### config.mk
export PLATFORM = sky130hd
export DESIGN_NAME = instr_fetch_queue
export DESIGN_NICKNAME = d
export VERILOG_FILES = /design/src/rtl/instr_fetch_queue.sv
export SDC_FILE = /design/constraint.sdc
export NUM_CORES = 1
export LEC_CHECK = 0
export CAP_MARGIN = 20
export CORE_ASPECT_RATIO = 0.5
export CORE_UTILIZATION = 45
export DETAILED_ROUTE_END_ITERATION = 10
export GPL_TIMING_DRIVEN = 0
export PLACE_DENSITY = 0.67
export SYNTH_ARGS = -nofsm -noshare
export SYNTH_HDL_FRONTEND = slang
export SYNTH_SLANG_ARGS = --single-unit
### constraint.sdc
create_clock -name clk -period 8.6 [get_ports clk]
set_input_delay 2.58 -clock clk [delete_from_list [all_inputs] [get_ports clk]]
set_output_delay 2.58 -clock clk [all_outputs]
set_load 0.01 [all_outputs]
### src/rtl/instr_fetch_queue.sv
`default_nettype none
// ============================================================================
//  Module   : instr_fetch_queue
//  Purpose  : Fetch PC, credit-limited imem requests and an in-order
//             instruction/PC FIFO feeding decode, with redirect flush.
//  Revision : 1.0
// ============================================================================
module instr_fetch_queue #(
    parameter int              XLEN     = 32,
    parameter int              DEPTH    = 4,
    parameter logic [XLEN-1:0] RESET_PC = '0
) (
    input  logic            clk,
    input  logic            rst,
    output logic            imem_req_valid,
    input  logic            imem_req_ready,
    output logic [XLEN-1:0] imem_req_addr,
    input  logic            imem_rsp_valid,
    input  logic [XLEN-1:0] imem_rsp_data,
    input  logic            redirect_valid,
    input  logic [XLEN-1:0] redirect_pc,
    output logic            if_valid,
    output logic [XLEN-1:0] if_instr,
    output logic [XLEN-1:0] if_pc,
    input  logic            dec_ready
);

    localparam int              PTR_W    = (DEPTH > 1) ? $clog2(DEPTH) : 1;
    localparam int              CNT_W    = $clog2(DEPTH + 1);
    localparam logic [CNT_W:0]  LIMIT    = (CNT_W + 1)'(DEPTH);
    localparam logic [PTR_W-1:0] LAST_PTR = PTR_W'(DEPTH - 1);
    localparam logic [XLEN-1:0] STEP     = XLEN'(4);

    logic [XLEN-1:0]  pc_q, pc_d;
    logic [XLEN-1:0]  resp_pc_q, resp_pc_d;
    logic [CNT_W-1:0] outstanding_q, outstanding_d;
    logic [CNT_W-1:0] drop_q, drop_d;
    logic [CNT_W-1:0] count_q, count_d;
    logic [PTR_W-1:0] head_q, head_d;
    logic [PTR_W-1:0] tail_q, tail_d;
    logic [XLEN-1:0]  instr_mem_q [DEPTH];
    logic [XLEN-1:0]  pc_mem_q    [DEPTH];

    logic             w_credit_ok;
    logic             w_req_hs;
    logic             w_push;
    logic             w_pop;
    logic [XLEN-1:0]  w_redirect_pc;
    logic             w_unused;

    function automatic logic [PTR_W-1:0] ptr_inc(input logic [PTR_W-1:0] p);
        return (p == LAST_PTR) ? '0 : p + 1'b1;
    endfunction

    // Credit: in-flight plus buffered never exceeds DEPTH, so responses always fit.
    assign w_credit_ok    = ({1'b0, outstanding_q} + {1'b0, count_q}) < LIMIT;
    assign imem_req_valid = !rst && !redirect_valid && w_credit_ok;
    assign imem_req_addr  = pc_q;
    assign w_req_hs       = imem_req_valid && imem_req_ready;
    assign w_redirect_pc  = {redirect_pc[XLEN-1:2], 2'b00};
    assign w_unused       = ^redirect_pc[1:0];

    assign if_valid = (count_q != '0);
    assign if_instr = if_valid ? instr_mem_q[head_q] : '0;
    assign if_pc    = if_valid ? pc_mem_q[head_q]    : '0;

    always_comb begin
        pc_d          = pc_q;
        resp_pc_d     = resp_pc_q;
        outstanding_d = outstanding_q;
        drop_d        = drop_q;
        count_d       = count_q;
        head_d        = head_q;
        tail_d        = tail_q;
        w_push        = 1'b0;
        w_pop         = 1'b0;
        if (redirect_valid) begin
            // Every response still owed after this cycle belongs to the old path.
            outstanding_d = outstanding_q - CNT_W'(imem_rsp_valid);
            drop_d        = outstanding_d;
            count_d       = '0;
            head_d        = '0;
            tail_d        = '0;
            pc_d          = w_redirect_pc;
            resp_pc_d     = w_redirect_pc - XLEN'({outstanding_d, 2'b00});
        end else begin
            w_pop = if_valid && dec_ready;
            if (imem_rsp_valid) begin
                resp_pc_d = resp_pc_q + STEP;
                if (drop_q != '0) begin
                    drop_d = drop_q - CNT_W'(1);
                end else begin
                    w_push = 1'b1;
                end
            end
            outstanding_d = outstanding_q + CNT_W'(w_req_hs) - CNT_W'(imem_rsp_valid);
            if (w_req_hs) begin
                pc_d = pc_q + STEP;
            end
            if (w_push) begin
                tail_d = ptr_inc(tail_q);
            end
            if (w_pop) begin
                head_d = ptr_inc(head_q);
            end
            count_d = count_q + CNT_W'(w_push) - CNT_W'(w_pop);
        end
    end

    always_ff @(posedge clk) begin
        if (rst) begin
            pc_q          <= RESET_PC;
            resp_pc_q     <= RESET_PC;
            outstanding_q <= '0;
            drop_q        <= '0;
            count_q       <= '0;
            head_q        <= '0;
            tail_q        <= '0;
        end else begin
            pc_q          <= pc_d;
            resp_pc_q     <= resp_pc_d;
            outstanding_q <= outstanding_d;
            drop_q        <= drop_d;
            count_q       <= count_d;
            head_q        <= head_d;
            tail_q        <= tail_d;
        end
    end

    always_ff @(posedge clk) begin
        if (w_push) begin
            instr_mem_q[tail_q] <= imem_rsp_data;
            pc_mem_q[tail_q]    <= resp_pc_q;
        end
    end

`ifndef SYNTHESIS
    a_credit: assert property (@(posedge clk) disable iff (rst)
        ({1'b0, outstanding_q} + {1'b0, count_q}) <= LIMIT);
    a_drop_le_out: assert property (@(posedge clk) disable iff (rst)
        drop_q <= outstanding_q);
    a_no_spurious_rsp: assert property (@(posedge clk) disable iff (rst)
        imem_rsp_valid |-> (outstanding_q != '0));
`endif

endmodule
`default_nettype wire

==> run metrics, run 1 <==
outcome finished clean; Yosys warnings 0; final setup TNS 0 ns; top post-synthesis cells by area edfxtp_1, dfxtp_1, mux4_2; most frequent CP cell clkdlybuf4s50_1; DRC violation total after the first TritonRoute iteration 619; Post-synth EDFFs 248; Filler Cell Count 2416; dpl cells 1587; startpoint types primary input; cts hold-fix bufs 0; Crit. Startpoint rst; top cell type's share of synthesized area 52.7%; Routability Congestion 0.919; routed wire length 33.0 mm; wire length of the first global-routing pass 51.8 mm; Worst Hold Class reg2reg; Crit Path Class in2out; Ports 168; Worst Path Buf+Inv 3; share of layout cells above drive strength 1 11.4%; Antenna diodes 0; Slowest-stage cell, CP clkdlybuf4s50_1; CP Depth 5; largest net degree at the start of global routing 36; drt pass-1 iters 6; Critical Path End imem_req_valid; sequential area share after synthesis 63.3%; prevailing post-synth register cell edfxtp_1; total number of vias 8967; NumNets Final 1288; GRT overflow 0; CP Capture Type output port; die area 32200 um^2; # port buffers 160; clock buffer depth 3; VDD IR max 0.000138 V; worst path arrival time 4.28 ns; max-slew violation count 0; Seq. cell area 8950 um^2; Post-CTS Setup Bufs 0; Reg clk slew, reported paths 0.07 ns; Seq cells post-synth 323; Worst-Margin Slew 0.900 ns; htree depth 1; aggregate global-route resource usage 20.8%; delay-heaviest family, CP buffers and inverters; worst skew pair latency 0.56 ns; max_cap viols 0; FF-to-FF Start count_q[1]; Mean Syn Cell Area 14.2 um^2; Power Density 206 nW/um^2; Final Skew 0.00942 ns; period utilization 79.8%; DP HPWL 22.9 mm; DIE WIDTH 253 um; initial antenna violation count 0; Post-Synthesis Cells 997; CP cell instances clkdlybuf4s50_1 > or2_1 > clkbuf_8 > nor3_1 > clkdlybuf4s50_1; Syn-to-layout area delta 23.0%; slew margin rel. 40.0%; final hold viol count 0; Worst Path Required 6.02 ns; Tmin final 6.86 ns; Root Driver clkbuf_16; Vias per Instance 5.46; R2R cell count 14; Post-synth ARST share 0%; CTS Sinks 323; area of the core 30600 um^2; Starting Density 46.2%; cts repair resizes 0; CTS tree yes; vias in the first global route 9180; DR WL/cell 20.1 um; CP max stage delay 0.60 ns; Post-Syn Area 14100 um^2; multi-input logic area 4890 um^2; Finish-stage setup viols 0; max frequency 0.146 GHz; Finished Layout Cells 1641; Static Leak 5.59 nW; die height 127 um; Netlist cell types 66; reg2reg end outstanding_q[2]; RSZ-0062 raised after global routing no; DRT antenna net count 0; Crit Path Max Fanout 10; Row Count 45; final routed DRC violation total 0; FF-to-FF setup slack 4.53 ns; TritonCTS Buffers 29; largest area contributor in the netlist edfxtp_1
[cell usage in the layout, fill, tap and decap left out, types with 5 or more instances in the layout]
master	count
nor2b_1	11
nand2b_1	6
o21ai_0	30
a31oi_1	12
nand4_1	15
o21a_1	5
xnor2_1	41
nand3_1	29
nor4_1	7
nor3_1	21
or3_1	12
clkinv_4	6
a211oi_1	11
dfxtp_1	75
and4_1	6
clkbuf_16	29
or4_1	6
inv_1	21
edfxtp_1	248
nand2_1	56
and2_1	65
nor2_1	58
bufinv_16	5
xor2_1	20
mux4_2	62
and3_1	8
o22ai_1	12
clkdlybuf4s50_1	160
a21oi_1	28
ha_1	20
buf_1	14
mux2i_1	6
clkbuf_1	32
[report_power, final]
| part | internal [W] | switching (W) | leakage, nW |
|---|---|---|---|
| combinational | 0.000216 | 0.000211 | 2.23 |
| sequential | 0.00173 | 0.0000511 | 2.88 |
| clock | 0.000786 | 0.000587 | 0.486 |
| total | 0.00273 | 0.000849 | 5.59 |
[per-layer routing]
layer	share of wire (%)	GRT usage [%]	vias to the layer above	wire length, um
met5	0	0	-	0
met1	45	29.4	4478	14900
met3	4.9	2.85	51	1620
met2	48	34.3	260	15700
met4	2.3	5.35	0	758
li1	-	-	4178	-
[registers in the layout (all words and copies together), names as in the netlist, named ones only]
signal and count:
instr_mem_q 128, pc_mem_q 120, imem_req_addr 30, resp_pc_q 30, count_q 3, drop_q 3, outstanding_q 3, head_q 2
tail_q 2
[how the worst min path moves through the flow]
| stage | startpoint | end | slack (ns) | depth (start not counted) |
|---|---|---|---|---|
| 2_1_floorplan | head_q[1] | flip-flop | 0.45 | 2 |
| 3_3_place_gp | head_q[1] | head_q[1] | 0.47 | 2 |
| 3_5_place_dp | head_q[1] | head_q[1] | 0.49 | 2 |
| 4_1_cts | head_q[1] | flip-flop | 0.50 | 2 |
| 5_1_grt | imem_req_addr[9] | imem_req_addr[9] | 0.52 | 2 |
| 6_report | imem_req_addr[9] | imem_req_addr[9] | 0.49 | 2 |
[logic make-up after synthesis]
kind of cell / synth area share (%)
compound gates: 5.36
xor+xnor: 3.78
fa+ha+maj: 2.20
buf+inv: 2.17
flops: 63.3
mux: 10.4
other cells: 0.0265
simple gates: 12.7
[synthesized netlist by cell type, drive strengths merged (5+ instances only)]
| master | count |
|---|---|
| buf | 19 |
| inv | 22 |
| and4 | 6 |
| nor4 | 9 |
| a211oi | 11 |
| and2 | 69 |
| xor2 | 20 |
| o21ai | 30 |
| a31oi | 12 |
| nor2 | 59 |
| or3 | 13 |
| mux4 | 62 |
| ha | 20 |
| mux2i | 6 |
| o21a | 5 |
| and3 | 8 |
| clkbuf | 31 |
| nand2 | 56 |
| nand4 | 15 |
| or4 | 8 |
| a21oi | 28 |
| nand2b | 6 |
| o22ai | 12 |
| nor2b | 11 |
| xnor2 | 41 |
| nand3 | 29 |
| edfxtp | 248 |
| dfxtp | 75 |
| nor3 | 21 |
[tightest hold or removal path, delay by kind of cell, from the launching register on]
kind	cells	cell delay, ns
DFF	1	0.34
and+or+nand+nor	1	0.06
AOI/OAI and AO/OA	1	0.05
[final cells by class]
type,instances,share of cell area [%]
flip-flops and latches,323,51.5
multi-input cells,605,28.2
repair buffers,164,9.68
clock buffers,33,4.32
well taps,423,3.05
clock inverters,21,1.52
plain buffers,50,1.29
inverters,22,0.475
[through the flow]
step	hold WS (ns)	util (%)	cell area (um^2)	power, W	setup WS [ns]
floorplan	0.454	-	14100	0.00203	2.65
global placement	0.470	53.2	16300	0.00224	1.32
detailed placement	0.488	53.5	16400	0.00225	1.71
CTS	0.497	56.8	17400	0.00361	1.69
global route	0.522	56.8	17400	0.00371	1.66
finish	0.493	56.8	17400	0.00358	1.74
(Power assumes the default switching activity.)
==> run 2, diff against run 1 <==
--- a/config.mk
+++ b/config.mk
@@ -10,7 +10,7 @@
 export CORE_UTILIZATION = 45
 export DETAILED_ROUTE_END_ITERATION = 10
 export GPL_TIMING_DRIVEN = 0
-export PLACE_DENSITY = 0.67
+export PLACE_DENSITY = 0.69
 export SYNTH_ARGS = -nofsm -noshare
 export SYNTH_HDL_FRONTEND = slang
 export SYNTH_SLANG_ARGS = --single-unit
==> constraint.sdc (replaced) <==
create_clock -name clk -period 6.2 [get_ports clk]
set_input_delay 1.86 -clock clk [delete_from_list [all_inputs] [get_ports clk]]
set_output_delay 1.86 -clock clk [all_outputs]
set_load 0.01 [all_outputs]
==> run 2 against run 1 <==
Effect of this change:
- register-to-register slack worse by 2.4 ns
- combinational power is 38% higher
- global-route usage is 0.30 points higher
- critical path type unchanged
- highest routed layer unchanged
==> run metrics, run 2 (synthesized netlist as in run 1, its figures left out) <==
Reg clk slew, reported paths 0.07 ns (about the same); Tmin final 5.51 ns; dpl cells 1587 (unchanged); DIE WIDTH 253 um (unchanged); R2R cell count 14 (unchanged); worst path arrival time 3.65 ns (-0.63 ns); Worst Path Required 4.34 ns (-1.68 ns); Starting Density 46.2% (unchanged); CTS tree yes; initial antenna violation count 0 (unchanged); wire length of the first global-routing pass 52.1 mm (+0.75%); Ports 168 (unchanged); commonest cells after routing, fill and taps aside edfxtp_1, clkdlybuf4s50_1, dfxtp_1; Syn-to-layout area delta 23.1%; GR Util met2 36.4% (+2.1 points); aggregate global-route resource usage 21.1% (+0.30 points); biggest regs instr_mem_q (128), pc_mem_q (120); most used routing layer met2; final routed DRC violation total 0 (unchanged); GRT overflow 0 (unchanged); Largest register FFs 128 (unchanged); DRC violation total after the first TritonRoute iteration 549 (-11%); Power Density 288 nW/um^2 (+40%); most common cell after layout, fill and taps aside edfxtp_1; vias in the first global route 9233 (+0.58%); met1 Usage GRT 27.8% (-1.6 points); TritonCTS Buffers 29 (unchanged); DR WL/cell 20.5 um (+2.0%); Finish-stage setup viols 0 (unchanged); share of layout cells above drive strength 1 11.1% (-0.33 points); Hold Crit Depth 2 (unchanged); # port buffers 160 (unchanged); RSZ-0062 raised after global routing no; largest net degree at the start of global routing 53 (+47%); Filler Cell Count 2451 (+1.4%); DP HPWL 23.1 mm (+0.79%); Final Skew 0.0147 ns (+0.00530 ns); routed wire length 33.6 mm (+2.0%); total number of vias 9077 (+1.2%); outcome finished clean; die height 127 um (unchanged); reg2reg end outstanding_q[2]; clock buffer depth 3 (unchanged); die area 32200 um^2 (unchanged); drt pass-1 iters 5 (-1); max_cap viols 0 (unchanged); DRT antenna net count 0 (unchanged); Root Driver clkbuf_16; Routability Congestion 0.907 (-1.3%); NumNets Final 1288 (unchanged); Row Count 45 (unchanged); startpoint types primary input; Static Leak 5.61 nW (+0.42%); GR met3 Demand/Resource 3.38% (+0.53 points); Vias per Instance 5.53 (+1.2%); setup ws final 0.693 ns (-1.05 ns); CP Capture Type output port; final core utilization 56.9% (+0.061 points); CTS Sinks 323 (unchanged); Crit. Startpoint rst; max-slew violation count 0 (unchanged); htree depth 1 (unchanged); Crit Path Max Fanout 10 (unchanged); minimum hold slack 0.509 ns (+0.0158 ns); VDD IR max 0.000248 V (+80%); Finished Layout Cells 1641 (unchanged); area of the core 30600 um^2 (unchanged); min-delay src head_q[1]; Post-CTS Setup Bufs 0 (unchanged); Antenna diodes 0 (unchanged); Hold Crit Endpoint head_q[1]; FF-to-FF setup slack 2.11 ns (-2.42 ns); max frequency 0.182 GHz; period utilization 88.8%; Worst-Margin Slew 0.854 ns (-0.0463 ns); dpl ws 0.485 ns (-1.22 ns); cts hold-fix bufs 0 (unchanged); final setup TNS 0 ns (unchanged); final hold viol count 0 (unchanged); FF-to-FF Start count_q[1]; cts repair resizes 0 (unchanged); Crit Path Class in2out; Worst Hold Class reg2reg; Most flops, register instr_mem_q; slew margin rel. 43.1% (+3.1 points); worst skew pair latency 0.57 ns (about the same)
==> run 2: metal layers <==
metal  share of wire, %  up-vias
li1                   -     4192
met1                 43     4555
met2                 49      276
met3                5.0       54
met4                2.4        0
met5                  0        -
==> run 2: layout make-up <==
cell class                      count  area [um^2]  area share [%]
Sequential cell                   323         8950            51.4
Multi-Input combinational cell    605         4890            28.1
Timing Repair Buffer              164         1700            9.75
Clock buffer                       35          758            4.36
Tap cell                          423          529            3.04
Clock inverter                     19          260            1.50
Buffer                             50          224            1.29
Inverter                           22         82.6           0.475
==> run 2: worst max path at each step <==
| stage | cells after the start | endpoint | slack (ns) |
|---|---|---|---|
| 2_1_floorplan | 15 | outstanding_q[2] | 1.51 |
| 3_3_place_gp | 5 | instr_mem_q[0][17] | -0.39 |
| 3_5_place_dp | 15 | outstanding_q[2] | 0.49 |
| 4_1_cts | 5 | imem_req_valid | 0.67 |
| 5_1_grt | 5 | imem_req_valid | 0.63 |
| 6_report | 5 | imem_req_valid | 0.69 |
==> run 2: report_power, final <==
part           leakage [nW]  total [W]  switching [W]  internal, W
registers              2.88    0.00248      0.0000728      0.00240
logic                  2.23   0.000591       0.000291     0.000300
clock network         0.502    0.00194       0.000811      0.00113
==> run 2: per-stage QoR <==
step	power (W)	cell area (um^2)
floorplan	0.00281	14100
global placement	0.00310	16300
detailed placement	0.00311	16400
CTS	0.00504	17400
global route	0.00518	17400
finish	0.00501	17400
==> run 2: critical path: stages <==
cell and delay [ns]:
clkdlybuf4s50_1 0.47, or2_1 0.24, clkbuf_8 0.17, nor3_1 0.29
clkdlybuf4s50_1 0.61
==> run 3, diff against run 2 <==
--- a/config.mk
+++ b/config.mk
@@ -6,9 +6,10 @@
 export NUM_CORES = 1
 export LEC_CHECK = 0
 export CAP_MARGIN = 20
-export CORE_ASPECT_RATIO = 0.5
+export CORE_ASPECT_RATIO = 0.6
 export CORE_UTILIZATION = 45
 export DETAILED_ROUTE_END_ITERATION = 10
+export GPL_ROUTABILITY_DRIVEN = 1
 export GPL_TIMING_DRIVEN = 0
 export PLACE_DENSITY = 0.69
 export SYNTH_ARGS = -nofsm -noshare
==> run 3 against run 2 <==
Effect of this change:
- die area about the same
- cell area is essentially flat
- critical path depth did not move
- setup slack better by 0.19 ns
==> run metrics, run 3 (synthesized netlist as in run 1, its figures left out) <==
met1 Usage GRT 35.6% (+7.8 points); RSZ-0062 raised after global routing no; CP Capture Type output port; max_cap viols 0 (unchanged); DRT antenna net count 0 (unchanged); die area 32100 um^2 (about the same); max frequency 0.188 GHz (+3.5%); VDD IR max 0.000282 V (+14%); Root Driver clkbuf_16; DR WL/cell 21.4 um (+4.6%); area of the core 30400 um^2 (-0.54%); Crit Path Max Fanout 10 (unchanged); DP HPWL 24.4 mm (+5.7%); CTS Sinks 323 (unchanged); FF-to-FF setup slack 2.02 ns (-0.09 ns); cts repair resizes 0 (unchanged); TritonCTS Buffers 30 (+3.4%); largest net degree at the start of global routing 55 (+3.8%); Reg clk slew, reported paths 0.07 ns (about the same); GRT overflow 0 (unchanged); biggest regs instr_mem_q (128), pc_mem_q (120); Vias per Instance 5.61 (+1.4%); slew margin rel. 41.1% (-2.0 points); Worst Path Required 4.34 ns (about the same); die height 139 um (+9.4%); Crit Path Class in2out; htree depth 1 (unchanged); final routed DRC violation total 0 (unchanged); Row Count 49 (+8.9%); CP max stage delay 0.56 ns (-0.05 ns); Slowest-stage cell, CP clkdlybuf4s50_1; most frequent CP cell clkdlybuf4s50_1; GR met3 Demand/Resource 5.16% (+1.8 points); worst skew pair latency 0.58 ns (about the same); Routability Congestion 0.930 (+2.5%); GR Util met2 30.2% (-6.2 points); NumNets Final 1289 (+0.078%); Static Leak 5.62 nW (+0.13%); wire length of the first global-routing pass 53.8 mm (+3.2%); CP cell instances clkdlybuf4s50_1 > or2_1 > clkbuf_8 > nor3_1 > clkdlybuf4s50_1; final core utilization 57.2% (+0.34 points); worst path arrival time 3.46 ns (-0.19 ns); final hold viol count 0 (unchanged); minimum hold slack 0.502 ns (-0.00666 ns); total number of vias 9128 (+0.56%); CTS tree yes; most used routing layer met1; Power Density 285 nW/um^2 (-0.89%); aggregate global-route resource usage 22.0% (+0.91 points); Largest register FFs 128 (unchanged); Filler Cell Count 2492 (+1.7%); Syn-to-layout area delta 23.2% (about the same); share of layout cells above drive strength 1 11.7% (+0.64 points); max-slew violation count 0 (unchanged); Worst-Margin Slew 0.884 ns (+0.0304 ns); Antenna diodes 0 (unchanged); Final Skew 0.0326 ns (+0.0178 ns); routed wire length 34.9 mm (+3.7%); drt pass-1 iters 7 (+2); initial antenna violation count 0 (unchanged); Post-CTS Setup Bufs 0 (unchanged); vias in the first global route 8947 (-3.1%); Worst Hold Class reg2reg; Tmin final 5.32 ns (-0.187 ns); outcome finished clean; Finish-stage setup viols 0 (unchanged); commonest cells after routing, fill and taps aside edfxtp_1, clkdlybuf4s50_1, dfxtp_1; cts hold-fix bufs 0 (unchanged); period utilization 85.8% (-3.0 points); # port buffers 160 (unchanged); startpoint types primary input; Most flops, register instr_mem_q; clock buffer depth 3 (unchanged); DIE WIDTH 231 um (-8.6%); most common cell after layout, fill and taps aside edfxtp_1; Ports 168 (unchanged); DRC violation total after the first TritonRoute iteration 925 (+68%); Starting Density 46.5% (+0.25 points)
run 3: changes by cell type in the layout (fill, tap and decap cells not counted), moves of 2 or more:
| cell | change |
|---|---|
| buf_12 | -2 |
| buf_16 | +2 |
| bufinv_16 | -6 |
| clkbuf_16 | +4 |
| clkbuf_8 | +7 |
| clkinv_1 | -5 |
| clkinv_2 | -2 |
| clkinv_4 | +3 |
| clkinvlp_4 | +3 |
run 3: critical path, delay by kind of cell:
family | cells | cell delay, ns
AND/OR/NAND/NOR | 2 | 0.38
buffers and inverters | 3 | 1.22
run 3: power breakdown:
group | internal [W] | switching (W)
Clock | 0.00107 | 0.000817
Sequential | 0.00240 | 0.0000708
Combinational | 0.000301 | 0.000304
Total | 0.00377 | 0.00119
run 3: worst paths after layout:
kind / from / end / cells after the start
max: rst / imem_req_valid / 5
max reg2reg: count_q[1] / outstanding_q[2] / 14
min reg2reg: imem_req_addr[9] / imem_req_addr[9] / 2
min: imem_req_addr[9] / imem_req_addr[9] / 2
run 3: area by class of cell:
type | count | area (um^2) | share of cell area [%]
Tap cell | 408 | 510 | 2.93
Inverter | 22 | 82.6 | 0.475
Multi-Input combinational cell | 605 | 4890 | 28.1
Buffer | 50 | 224 | 1.29
Timing Repair Buffer | 164 | 1710 | 9.84
Clock inverter | 11 | 80.1 | 0.460
Clock buffer | 45 | 951 | 5.46
Sequential cell | 323 | 8950 | 51.4
run 3: per-layer routing:
metal | up-vias | part of all wire, %
li1 | 4181 | -
met1 | 4568 | 49
met2 | 341 | 41
met3 | 38 | 8.2
met4 | 0 | 1.3
met5 | - | 0
run 3: per-stage QoR:
| stage | setup TNS, ns | area, um^2 | total power [W] | cells | setup slack, ns |
|---|---|---|---|---|---|
| 6_report | 0 | 17400 | 0.00496 | 1628 | 0.881 |
| 5_1_grt | 0 | 17400 | 0.00514 | 1628 | 0.635 |
| 4_1_cts | 0 | 17400 | 0.00500 | 1628 | 0.781 |
| 3_5_place_dp | 0 | 16400 | 0.00312 | 1572 | 0.420 |
| 3_3_place_gp | -76.66 | 16300 | 0.00311 | 1568 | -0.365 |
| 2_1_floorplan | 0 | 14100 | 0.00281 | 1000 | 1.51 |
